**src/rtl/axil_pkg.sv**
```systemverilog
// Shared AXI-Lite definitions for the CSR arbiter slice.
// Holds the arbiter state encoding and AXI-Lite response and prot constants.
package axil_pkg;

    typedef enum logic [2:0] {
        IDLE,
        WR,
        WRESP,
        RD,
        RDATA
    } arb_state_e;

    localparam logic [1:0] RESP_OKAY    = 2'b00;
    localparam logic [1:0] RESP_SLVERR  = 2'b10;
    localparam logic [2:0] PROT_DEFAULT = 3'b000;

endpackage

```
**src/rtl/rr_picker.sv**
```systemverilog
// Combinational round-robin selector.
// Searches upward from ptr+1, wrapping, and returns the first requester.
module rr_picker #(
    parameter int N = 2,
    parameter int W = (N > 1) ? $clog2(N) : 1
) (
    input  logic [N-1:0] req,
    input  logic [W-1:0] ptr,
    output logic [N-1:0] sel,
    output logic [W-1:0] idx,
    output logic         any
);

    logic [W-1:0] cand;

    always_comb begin
        sel  = '0;
        idx  = '0;
        any  = 1'b0;
        cand = '0;
        // k = N wraps back to ptr itself, so it is checked last
        for (int k = 1; k <= N; k++) begin
            cand = W'((int'(ptr) + k) % N);
            if (!any && req[cand]) begin
                any       = 1'b1;
                sel[cand] = 1'b1;
                idx       = cand;
            end
        end
    end

endmodule

```
**src/rtl/axil_csr_arbiter.sv**
```systemverilog
// Round-robin arbiter sharing one AXI-Lite slave among several masters.
// One transaction in flight; writes win over reads within a master.
module axil_csr_arbiter
    import axil_pkg::*;
#(
    parameter int ADDR_W  = 32,
    parameter int MASTERS = 2,
    localparam int GW     = $clog2(MASTERS)
) (
    input  logic                           aclk,
    input  logic                           areset,
    input  logic [MASTERS-1:0][ADDR_W-1:0] mAwAddr,
    input  logic [MASTERS-1:0][2:0]        mAwProt,
    input  logic [MASTERS-1:0]             mAwValid,
    output logic [MASTERS-1:0]             mAwReady,
    input  logic [MASTERS-1:0][31:0]       mWData,
    input  logic [MASTERS-1:0][3:0]        mWStrb,
    input  logic [MASTERS-1:0]             mWValid,
    output logic [MASTERS-1:0]             mWReady,
    output logic [MASTERS-1:0][1:0]        mBResp,
    output logic [MASTERS-1:0]             mBValid,
    input  logic [MASTERS-1:0]             mBReady,
    input  logic [MASTERS-1:0][ADDR_W-1:0] mArAddr,
    input  logic [MASTERS-1:0][2:0]        mArProt,
    input  logic [MASTERS-1:0]             mArValid,
    output logic [MASTERS-1:0]             mArReady,
    output logic [MASTERS-1:0][31:0]       mRData,
    output logic [MASTERS-1:0][1:0]        mRResp,
    output logic [MASTERS-1:0]             mRValid,
    input  logic [MASTERS-1:0]             mRReady,
    output logic [ADDR_W-1:0]              sAwAddr,
    output logic [2:0]                     sAwProt,
    output logic                           sAwValid,
    input  logic                           sAwReady,
    output logic [31:0]                    sWData,
    output logic [3:0]                     sWStrb,
    output logic                           sWValid,
    input  logic                           sWReady,
    input  logic [1:0]                     sBResp,
    input  logic                           sBValid,
    output logic                           sBReady,
    output logic [ADDR_W-1:0]              sArAddr,
    output logic [2:0]                     sArProt,
    output logic                           sArValid,
    input  logic                           sArReady,
    input  logic [31:0]                    sRData,
    input  logic [1:0]                     sRResp,
    input  logic                           sRValid,
    output logic                           sRReady,
    output logic [GW-1:0]                  grant,
    output logic                           busy
);

    arb_state_e state, stateNext;
    logic [GW-1:0] ptr, ptrNext, grantNext, pick;
    logic [MASTERS-1:0] wrReq, req, sel;
    logic anyReq;
    logic awDone, awDoneNext, wDone, wDoneNext;

    assign wrReq = mAwValid & mWValid;
    assign req   = wrReq | mArValid;
    assign busy  = (state != IDLE);

    rr_picker #(.N(MASTERS), .W(GW)) u_pick (
        .req (req),
        .ptr (ptr),
        .sel (sel),
        .idx (pick),
        .any (anyReq)
    );

    always_ff @(posedge aclk or posedge areset) begin
        if (areset) begin
            state  <= IDLE;
            grant  <= '0;
            ptr    <= '0;
            awDone <= 1'b0;
            wDone  <= 1'b0;
        end else begin
            state  <= stateNext;
            grant  <= grantNext;
            ptr    <= ptrNext;
            awDone <= awDoneNext;
            wDone  <= wDoneNext;
        end
    end

    always_comb begin
        stateNext  = state;
        grantNext  = grant;
        ptrNext    = ptr;
        awDoneNext = awDone;
        wDoneNext  = wDone;
        mAwReady   = '0;
        mWReady    = '0;
        mBResp     = '0;
        mBValid    = '0;
        mArReady   = '0;
        mRData     = '0;
        mRResp     = '0;
        mRValid    = '0;
        sAwAddr    = '0;
        sAwProt    = PROT_DEFAULT;
        sAwValid   = 1'b0;
        sWData     = '0;
        sWStrb     = '0;
        sWValid    = 1'b0;
        sBReady    = 1'b0;
        sArAddr    = '0;
        sArProt    = PROT_DEFAULT;
        sArValid   = 1'b0;
        sRReady    = 1'b0;
        unique case (state)
            IDLE: begin
                awDoneNext = 1'b0;
                wDoneNext  = 1'b0;
                if (anyReq) begin
                    grantNext = pick;
                    stateNext = (|(wrReq & sel)) ? WR : RD;
                end
            end
            WR: begin
                // AW and W retire independently; each valid drops once its handshake is done
                if (!awDone) begin
                    sAwValid        = 1'b1;
                    sAwAddr         = mAwAddr[grant];
                    sAwProt         = mAwProt[grant];
                    mAwReady[grant] = sAwReady;
                end
                if (!wDone) begin
                    sWValid        = 1'b1;
                    sWData         = mWData[grant];
                    sWStrb         = mWStrb[grant];
                    mWReady[grant] = sWReady;
                end
                awDoneNext = awDone | sAwReady;
                wDoneNext  = wDone | sWReady;
                if (awDoneNext && wDoneNext) begin
                    stateNext = WRESP;
                end
            end
            WRESP: begin
                sBReady        = mBReady[grant];
                mBValid[grant] = sBValid;
                mBResp[grant]  = sBResp;
                if (sBValid && mBReady[grant]) begin
                    ptrNext   = grant;
                    stateNext = IDLE;
                end
            end
            RD: begin
                sArValid        = 1'b1;
                sArAddr         = mArAddr[grant];
                sArProt         = mArProt[grant];
                mArReady[grant] = sArReady;
                if (sArReady) begin
                    stateNext = RDATA;
                end
            end
            RDATA: begin
                sRReady        = mRReady[grant];
                mRValid[grant] = sRValid;
                mRData[grant]  = sRData;
                mRResp[grant]  = sRResp;
                if (sRValid && mRReady[grant]) begin
                    ptrNext   = grant;
                    stateNext = IDLE;
                end
            end
            default: stateNext = IDLE;
        endcase
    end

endmodule

```
**config.mk**
```make
export PLATFORM = sky130hd
export DESIGN_NAME = axil_csr_arbiter
export DESIGN_NICKNAME = d
export VERILOG_FILES = /design/src/rtl/axil_pkg.sv /design/src/rtl/rr_picker.sv /design/src/rtl/axil_csr_arbiter.sv
export SDC_FILE = /design/constraint.sdc
export NUM_CORES = 1
export LEC_CHECK = 0
export ABC_AREA = 1
export ABC_CLOCK_PERIOD_IN_PS = 1180
export BUFFER_PORTS_ARGS = -buffer_cell sky130_fd_sc_hd__buf_2
export CELL_PAD_IN_SITES_DETAIL_PLACEMENT = 1
export CELL_PAD_IN_SITES_GLOBAL_PLACEMENT = 1
export CORE_AREA = 8 8 171 173
export DETAILED_ROUTE_END_ITERATION = 12
export DIE_AREA = 0 0 179 181
export PLACE_DENSITY_LB_ADDON = 0.2
export SKIP_LAST_GASP = 1
export SLEW_MARGIN = 30
export SYNTH_ARGS = -nofsm -noshare
export SYNTH_HDL_FRONTEND = slang
export SYNTH_HIERARCHICAL = 1
export SYNTH_SLANG_ARGS = --single-unit
```
**constraint.sdc**
```tcl
create_clock -name aclk -period 1.18 [get_ports aclk]
set_input_delay 0.118 -clock aclk [delete_from_list [all_inputs] [get_ports aclk]]
set_output_delay 0.118 -clock aclk [all_outputs]
set_load 0.03 [all_outputs]
```
==> impl_metrics.env, run 1 <==
export IMPL_intPower_uw=8255
export IMPL_route_detailed_drc=0
export IMPL_overflow=0
export IMPL_finalWorstSetupSlack_ns=-0.6022
export IMPL_area_growth_pct=215.2
export IMPL_fin_skew_ns=0.002351
export IMPL_via_per_inst=3.928
export IMPL_worst_pin_slew_ns=0.3547
export IMPL_num_rows=60
export IMPL_io_buffers=459
export IMPL_slew_viol_final=0
export IMPL_num_io_pins=460
export IMPL_instances_no_fill=1492
export IMPL_grt_busiest_layer="met2"
export IMPL_core_area_um2=26500
export IMPL_start_util_pct=10.77
export IMPL_clk_latency_ns=0.23
export IMPL_cts_path_max_buffers=2
export IMPL_end_kind="primary output"
export IMPL_synth_seq_area_share_pct=6.135
export IMPL_clk_root_buffer_cell="clkbuf_16"
export IMPL_period_share_pct=151.0
export IMPL_ir_drop_uv=1483
export IMPL_avgSynthCellArea_um2=4.454
export IMPL_rsz0062_at_grt="yes"
export IMPL_place_hpwl_um=22080
export IMPL_use_met3_pct=4.254
export IMPL_hold_viol_final=0
export IMPL_dp_cells=1459
export IMPL_htreeDepth=1
export IMPL_violations="setup timing"
export IMPL_antenna_found_initial=8
export IMPL_min_period_ns=1.782
export IMPL_numCtsBuffers=3
export IMPL_vias=5860
export IMPL_synth_edff_count=0
export IMPL_cap_violations=0
export IMPL_met2_usage_pct=28.73
export IMPL_total_power_uw=18890
export IMPL_synth_commonest_cells="310 x nand2_1, 91 x inv_1, 77 x nor2_1"
export IMPL_netlist_top_cells_area="nand2_1 41%, inv_1 12%, nor2_1 10%"
export IMPL_comb_power_share_pct=93.7
export IMPL_ant_nets=0
export IMPL_die_area_um2=32400
export IMPL_fill_cells=3326
export IMPL_clkSinkCount=7
export IMPL_critPathLaunchType="flip-flop"
export IMPL_initialDrtViolationCount=94
export IMPL_netlist_area_um2=2855
export IMPL_drive_above_1_share_pct=67.57
export IMPL_synthFlopType="dfrtp_1"
export IMPL_drtPass1Iterations=4
export IMPL_grt_pass1_vias=6456
export IMPL_utilization_pct=33.96
export IMPL_synth_most_common_cell="nand2_1"
export IMPL_grt_pass1_wl_um=37680
export IMPL_status="finished with violations"
export IMPL_die_x_um=179
export IMPL_criticalPathCategory="reg2out"
export IMPL_r2r_setup_slack_ns=-0.29
export IMPL_p_leak_uw=0.004675
export IMPL_globalplace_congestion=0.7649
export IMPL_met1_usage_pct=15.31
export IMPL_setup_viol=199
export IMPL_clockPowerShare_pct=3.2
export IMPL_critPathMaxFanout=8
export IMPL_whs_ns=0.2300
export IMPL_required_ns=1.06
export IMPL_netlist_instances=641
export IMPL_ys_types=16
export IMPL_slew_headroom_pct=76.33
export IMPL_synth_top_area_cell="nand2_1"
export IMPL_power_frac_seq_pct=3.1
export IMPL_yosys_register_bits=7
export IMPL_wirelength_um=26810
export IMPL_synth_nets=906
export IMPL_switchingPower_uw=10640
export IMPL_nets=1413
export IMPL_hp_class="in2reg"
export IMPL_grt_max_degree=41
export IMPL_swShare_pct=56.31
export IMPL_arrival_ns=1.66
export IMPL_cts_tree="built"
export IMPL_synth_top_cell_area_share_pct=40.75
export IMPL_clkTransAtPathRegs_ns=0.04
export IMPL_power_density_nw_per_um2=2100
export IMPL_track_usage_pct=14.82
export IMPL_fmax_mhz=561.1
export IMPL_synthArstFlopShare_pct=100.0
export IMPL_chipHeight_um=181
export IMPL_ys_warnings_count=6
export IMPL_wl_per_cell_um=17.97
## layout by cell type, fill, tap and decap left out, types with 2 or more instances in the layout
| cell type | count |
|---|---|
| nand2_1 | 293 |
| dfrtp_1 | 5 |
| buf_6 | 104 |
| inv_2 | 39 |
| buf_12 | 26 |
| buf_8 | 3 |
| nor3_4 | 11 |
| clkbuf_16 | 8 |
| buf_16 | 4 |
| nor2_1 | 2 |
| nor2_4 | 76 |
| nand3_2 | 2 |
| nand2_4 | 7 |
| inv_4 | 2 |
| a21oi_2 | 2 |
| a21oi_4 | 69 |
| a21oi_1 | 4 |
| clkbuf_4 | 2 |
| a21o_1 | 2 |
| inv_1 | 52 |
| nand3_1 | 7 |
| o21ai_0 | 4 |
| buf_2 | 264 |
| nand2_2 | 13 |
| diode_2 | 4 |
| buf_4 | 134 |
| nor2_2 | 2 |
## final timing paths
check / startpoint / end / cells after the start
min in group asynchronous: areset / awDone / 3
min reg2reg: awDone / awDone / 2
min: sAwReady / awDone / 5
max reg2reg: state[1] / state[1] / 11
max: state[1] / sAwAddr[15] / 9
max in group asynchronous: areset / grant / 3
## power by group through the flow
stage	combinational, uW	clock, uW	sequential [uW]
floorplan	9900	0	495
global placement	14400	0	519
detailed placement	14400	0	521
CTS	16600	604	534
global route	19000	618	599
finish	17700	602	581
## cells by family after synthesis
logic type             synth area share, %
buffers and inverters                20.29
AND/OR/NAND/NOR                      56.57
flip-flops                           6.135
AO/OA/AOI/OAI                        17.00
## critical path, stage by stage, from the launching register on
cell and delay, ns:
dfrtp_1 0.39, inv_2 0.08, nand2_2 0.06, nor2_4 0.11
inv_4 0.06, nor2_4 0.18, inv_8 0.10, clkbuf_16 0.18
a21oi_4 0.12, buf_6 0.15
## area by class of cell
type | instances | area, um^2 | area share [%]
Timing Repair Buffer | 543 | 4324 | 48.05
Multi-Input combinational cell | 496 | 3580 | 39.78
Tap cell | 341 | 426.7 | 4.741
Inverter | 96 | 390.4 | 4.338
Sequential cell | 7 | 180.2 | 2.002
Clock buffer | 4 | 78.83 | 0.8760
Antenna cell | 4 | 10.01 | 0.1112
Timing Repair inverter | 1 | 8.758 | 0.09733
## flip-flops by register name, summed over array words and instances, names as in the netlist
name	flops
state	3
ptr	1
grant	1
awDone	1
wDone	1
## per-layer routing
metal | vias up | routed length, um | part of all wire [%]
met5 | - | 36 | 0.13
met4 | 6 | 356 | 1.3
li1 | 2927 | - | -
met3 | 22 | 2477 | 9.2
met2 | 243 | 14340 | 53
met1 | 2662 | 9600 | 36
## repair_timing
action,CTS,global route
gates resized for setup,274,75
hold endpoints to repair,7,0
buffers inserted,7,7
hold buffers,1,0
setup endpoints to repair,200,200
pin swaps,3,6
cloned,3,7
## per-stage QoR
| step | setup TNS, ns | instance area, um^2 | worst slack [ns] |
|---|---|---|---|
| after floorplan | -49.33 | 4481 | -0.4600 |
| after global placement | -61.95 | 7512 | -0.3791 |
| after detailed placement | -62.96 | 7512 | -0.3780 |
| after CTS | -102.06 | 8556 | -0.5718 |
| after global routing | -117.75 | 8999 | -0.6740 |
| final | -101.37 | 8999 | -0.6022 |
Note: power is estimated with default switching activity, not from simulation.
==> inputs of run 2 (changes only) <==
--- a/config.mk
+++ b/config.mk
@@ -6,7 +6,7 @@
 export NUM_CORES = 1
 export LEC_CHECK = 0
 export ABC_AREA = 1
-export ABC_CLOCK_PERIOD_IN_PS = 1180
+export ABC_CLOCK_PERIOD_IN_PS = 1600
 export BUFFER_PORTS_ARGS = -buffer_cell sky130_fd_sc_hd__buf_2
 export CELL_PAD_IN_SITES_DETAIL_PLACEMENT = 1
 export CELL_PAD_IN_SITES_GLOBAL_PLACEMENT = 1
==> constraint.sdc (replaced) <==
create_clock -name aclk -period 1.6 [get_ports aclk]
set_input_delay 0 -clock aclk [delete_from_list [all_inputs] [get_ports aclk]]
set_output_delay 0 -clock aclk [all_outputs]
set_load 0.03 [all_outputs]
==> impl_metrics.env, run 2 (synthesis results as in run 1) <==
export IMPL_power_density_nw_per_um2=1559
export IMPL_wl_per_cell_um=19.24
export IMPL_worst_pin_slew_ns=0.2711
export IMPL_grt_max_degree=36
export IMPL_overflow=0
export IMPL_grt_pass1_vias=6081
export IMPL_num_io_pins=460
export IMPL_ant_nets=0
export IMPL_rsz0062_at_grt="yes"
export IMPL_clk_root_buffer_cell="clkbuf_16"
export IMPL_clk_latency_ns=0.23
export IMPL_violations="setup timing"
export IMPL_setup_worst_path_end="sWStrb[1]"
export IMPL_end_kind="primary output"
export IMPL_clkTransAtPathRegs_ns=0.04
export IMPL_vias=5773
export IMPL_die_x_um=179
export IMPL_fmax_mhz=620.3
export IMPL_top_register="state"
export IMPL_reg2regPathDepth=11
export IMPL_grt_pass1_wl_um=38290
export IMPL_nets=1390
export IMPL_htreeDepth=1
export IMPL_final_common_cell="nand2_1"
export IMPL_whs_ns=0.1396
export IMPL_status="finished with violations"
export IMPL_die_area_um2=32400
export IMPL_cap_violations=0
export IMPL_r2r_end="state[1]"
export IMPL_arrival_ns=1.61
export IMPL_cts_path_max_buffers=2
export IMPL_required_ns=1.60
export IMPL_num_rows=60
export IMPL_initialDrtViolationCount=140
export IMPL_antenna_found_initial=5
export IMPL_io_buffers=459
export IMPL_cts_tree="built"
export IMPL_drive_above_1_share_pct=57.65
export IMPL_numCtsBuffers=3
export IMPL_slew_headroom_pct=81.90
export IMPL_hold_viol_final=0
export IMPL_wirelength_um=28250
export IMPL_hp_class="in2reg"
export IMPL_criticalPathCategory="reg2out"
export IMPL_chipHeight_um=181
export IMPL_r2r_start="state[1]"
export IMPL_min_period_ns=1.612
export IMPL_setup_viol=11
export IMPL_ir_drop_uv=723.4
export IMPL_drtPass1Iterations=4
export IMPL_clkSinkCount=7
export IMPL_finalWorstSetupSlack_ns=-0.01222
export IMPL_track_usage_pct=15.30
export IMPL_r2r_setup_slack_ns=0.10
export IMPL_start_util_pct=10.77
export IMPL_fin_skew_ns=0.001661
export IMPL_slew_viol_final=0
export IMPL_via_per_inst=3.933
export IMPL_globalplace_congestion=0.8080
export IMPL_instances_no_fill=1468
export IMPL_period_share_pct=100.8
export IMPL_dp_cells=1426
export IMPL_cp_startpoint="state[1]"
export IMPL_area_growth_pct=174.4
export IMPL_layout_common_cells="305 x nand2_1, 271 x buf_2, 123 x buf_6, 99 x buf_4, 87 x inv_1"
export IMPL_core_area_um2=26500
export IMPL_critPathMaxFanout=8
export IMPL_p_leak_uw=0.004511
export IMPL_place_hpwl_um=22360
export IMPL_largest_reg_flops=3
export IMPL_route_detailed_drc=0
export IMPL_critPathLaunchType="flip-flop"
[run 2: stage by stage]
step                      utilization, %  setup WS (ns)  TNS [ns]  total power [uW]  area (um^2)
after floorplan                        -        -0.2418    -1.451              5745         3077
after global routing               29.56       -0.09661    -8.315             13040         7834
after global placement             22.45        0.02766         0              8840         5948
after CTS                          25.43       -0.06216    -3.102             10880         6740
after detailed placement           22.45        0.02795         0              8867         5948
final                              29.56       -0.01222  -0.05178             12220         7834
[run 2: worst min-delay path by stage]
stage                         from        to  slack [ns]  depth (start not counted)
final                      sRValid  state[2]        0.14                          4
after global routing      sArReady  state[2]        0.16                          3
after CTS                 sArReady  state[2]        0.12                          3
after detailed placement    areset       ptr       -0.06                          2
after global placement      areset    awDone       -0.06                          2
after floorplan             areset    awDone       -0.20                          1
[run 2: where the power goes]
group          internal (uW)  switching, uW
combinational           4570           6830
sequential               273            116
clock                    332           96.0
total                   5170           7040
[run 2: layout make-up]
class                           count  area [um^2]
Antenna cell                        3        7.507
Clock buffer                        4        78.83
Fill cell                        3405        18670
Multi-Input combinational cell    496         2658
Sequential cell                     7        180.2
Inverter                           96        397.9
Tap cell                          341        426.7
Timing Repair Buffer              521         4085
[run 2: repair_timing]
item,in CTS,in global routing
pin swaps,2,7
hold endpoints to repair,7,0
gates cloned,4,9
endpoints found under the setup margin,182,190
gates resized for setup,160,355
hold buffers,1,0
setup buffers,10,13
[run 2: metal layers]
layer | global-route usage, % | vias up | part of all wire [%]
li1 | - | 2868 | -
met1 | 16.05 | 2632 | 37
met2 | 29.62 | 241 | 53
met3 | 3.732 | 28 | 8.7
met4 | 3.440 | 4 | 1.9
met5 | 0 | - | 0.078
[run 2: worst max-delay path: stages, from the launching register on]
cell and delay [ns]:
dfrtp_1 0.38, inv_2 0.07, nand2_2 0.06, nor2_4 0.11, inv_4 0.06, nor2_4 0.17, inv_8 0.08, clkbuf_16 0.18
a21oi_2 0.13, buf_6 0.15
==> inputs of run 3 (changes only) <==
--- a/config.mk
+++ b/config.mk
@@ -11,6 +11,7 @@
 export CELL_PAD_IN_SITES_DETAIL_PLACEMENT = 1
 export CELL_PAD_IN_SITES_GLOBAL_PLACEMENT = 1
 export CORE_AREA = 8 8 171 173
+export CTS_BUF_LIST = sky130_fd_sc_hd__clkbuf_4
 export DETAILED_ROUTE_END_ITERATION = 12
 export DIE_AREA = 0 0 179 181
 export PLACE_DENSITY_LB_ADDON = 0.2
==> impl_metrics.env, run 3 (synthesis results as in run 1) <==
export IMPL_status="finished with violations"
export IMPL_violations="setup timing"
export IMPL_slew_viol_final=0
export IMPL_power_frac_seq_pct=3.5
export IMPL_vias=5809
export IMPL_antenna_found_initial=4
export IMPL_clk_root_buffer_cell="clkbuf_4"
export IMPL_num_io_pins=460
export IMPL_htreeDepth=1
export IMPL_setup_tns_ns=-0.7828
export IMPL_comb_power_share_pct=95.1
export IMPL_chipHeight_um=181
export IMPL_placedInstanceArea_um2=5948
export IMPL_overflow=0
export IMPL_critPathLaunchType="flip-flop"
export IMPL_start_util_pct=10.77
export IMPL_clkSinkCount=7
export IMPL_crit_slowest_cell="dfrtp_4"
export IMPL_setup_viol=39
export IMPL_top_register="state"
export IMPL_place_hpwl_um=22360
export IMPL_fmax_mhz=597.6
export IMPL_numCtsBuffers=3
export IMPL_via_per_inst=3.962
export IMPL_worst_hold_startpoint="sArReady"
export IMPL_criticalPathCategory="reg2out"
export IMPL_clkTransAtPathRegs_ns=0.05
export IMPL_slowest_delay_ns=0.58
export IMPL_worst_pin_slew_ns=0.2622
export IMPL_cap_violations=0
export IMPL_clk_latency_ns=0.25
export IMPL_grt_pass1_vias=6206
export IMPL_end_kind="primary output"
export IMPL_crit_top_cell="buf_12"
export IMPL_fin_skew_ns=0.005198
export IMPL_core_area_um2=26500
export IMPL_fill_cells=3400
export IMPL_drive_above_1_share_pct=57.17
export IMPL_wirelength_um=28940
export IMPL_num_rows=60
export IMPL_utilization_pct=29.49
export IMPL_power_density_nw_per_um2=1609
export IMPL_arrival_ns=1.67
export IMPL_r2r_start="state[2]"
export IMPL_ir_drop_uv=739.5
export IMPL_cts_path_max_buffers=2
export IMPL_drtPass1Iterations=4
export IMPL_critPathMaxFanout=24
export IMPL_cp_cell_sequence="buf_12, buf_12, nand2_1, a21oi_4, buf_6"
export IMPL_fin_area_um2=7815
export IMPL_finalWorstSetupSlack_ns=-0.07329
export IMPL_final_common_cell="nand2_1"
export IMPL_slew_headroom_pct=82.50
export IMPL_hold_viol_final=0
export IMPL_layout_common_cells="301 x nand2_1, 277 x buf_2, 95 x buf_6, 93 x buf_4, 84 x inv_1"
export IMPL_total_power_uw=12570
export IMPL_switchingPower_uw=7316
export IMPL_required_ns=1.60
export IMPL_cpLargestDelayFamily="flip-flops"
export IMPL_largest_reg_flops=3
export IMPL_intPower_uw=5257
export IMPL_nets=1389
export IMPL_die_area_um2=32400
export IMPL_grt_max_degree=36
export IMPL_p_leak_uw=0.004512
export IMPL_track_usage_pct=15.63
export IMPL_io_buffers=459
export IMPL_hp_class="in2reg"
export IMPL_clockPowerShare_pct=1.4
export IMPL_dp_cells=1426
export IMPL_die_x_um=179
export IMPL_initialDrtViolationCount=181
export IMPL_swShare_pct=58.19
export IMPL_min_period_ns=1.673
export IMPL_ant_nets=0
export IMPL_cts_tree="built"
export IMPL_rsz0062_at_grt="yes"
export IMPL_instances_no_fill=1466
export IMPL_period_share_pct=104.6
export IMPL_route_detailed_drc=0
export IMPL_area_growth_pct=173.7
export IMPL_grt_pass1_wl_um=39260
export IMPL_worst_path_buf_inv=3
export IMPL_cp_startpoint="grant"
export IMPL_globalplace_congestion=0.8080
export IMPL_wl_per_cell_um=19.74
==> run 3: changes by cell type in the layout (fill, tap and decap cells not counted), sizes merged <==
cell | previous run | this run
buf | 513 | 488
diode | 3 | 2
inv | 94 | 97
clkinv | 2 | 0
clkbuf | 11 | 34
==> run 3: what timing repair did <==
item / in CTS / in global routing
cloned: 7 / 11
endpoints found under the hold margin: 7 / 0
endpoints found under the setup margin: 186 / 193
gates resized for setup: 220 / 225
pin swaps: 3 / 9
hold buffers: 1 / 0
setup buffers: 10 / 5
==> run 3: area by class of cell <==
type / instances / area, um^2 / area share [%]
well taps: 341 / 426.7 / 5.459
diodes: 2 / 5.005 / 0.06404
repair buffers: 519 / 4058 / 51.92
flip-flops and latches: 7 / 180.2 / 2.305
inverters: 96 / 390.4 / 4.995
multi-input cells: 496 / 2719 / 34.79
repair inverters: 1 / 6.256 / 0.08005
clock buffers: 4 / 30.03 / 0.3842
==> run 3: final timing paths <==
kind | end | slack, ns | cells after the start
max | sWStrb[0] | -0.07 | 5
min | state[2] | 0.13 | 3
max reg2reg | state[1] | 0.13 | 9
min reg2reg | ptr | 0.55 | 2
max in group asynchronous | grant | 1.13 | 3
min in group asynchronous | ptr | 0.23 | 3
==> run 3: power by group through the flow <==
| stage | logic (uW) | clock network [uW] | registers, uW |
|---|---|---|---|
| 2_1_floorplan | 5390 | 0 | 357 |
| 3_3_place_gp | 8480 | 0 | 362 |
| 3_5_place_dp | 8500 | 0 | 364 |
| 4_1_cts | 10700 | 184 | 401 |
| 5_1_grt | 12800 | 200 | 452 |
| 6_report | 12000 | 177 | 435 |
==> run 3: layer usage <==
metal  wire length [um]  global-route usage [%]  vias up
li1                   -                       -     2873
met5                 26                       0        -
met4                620                   3.540        4
met2              15070                   30.00      270
met3               2508                   3.732       34
met1              10720                   16.64     2628
==> run 3: per-stage QoR <==
| stage | worst slack [ns] | hold slack [ns] |
|---|---|---|
| after floorplan | -0.2418 | -0.1966 |
| after global placement | 0.02766 | -0.05709 |
| after detailed placement | 0.02795 | -0.05690 |
| after CTS | -0.06229 | 0.1010 |
| after global routing | -0.1465 | 0.1366 |
| final | -0.07329 | 0.1307 |
==> run 3: worst min-delay path: cells and delay by family <==
family / cells / cell delay (ns)
compound gates: 1 / 0.16
buf+inv: 2 / 0.17
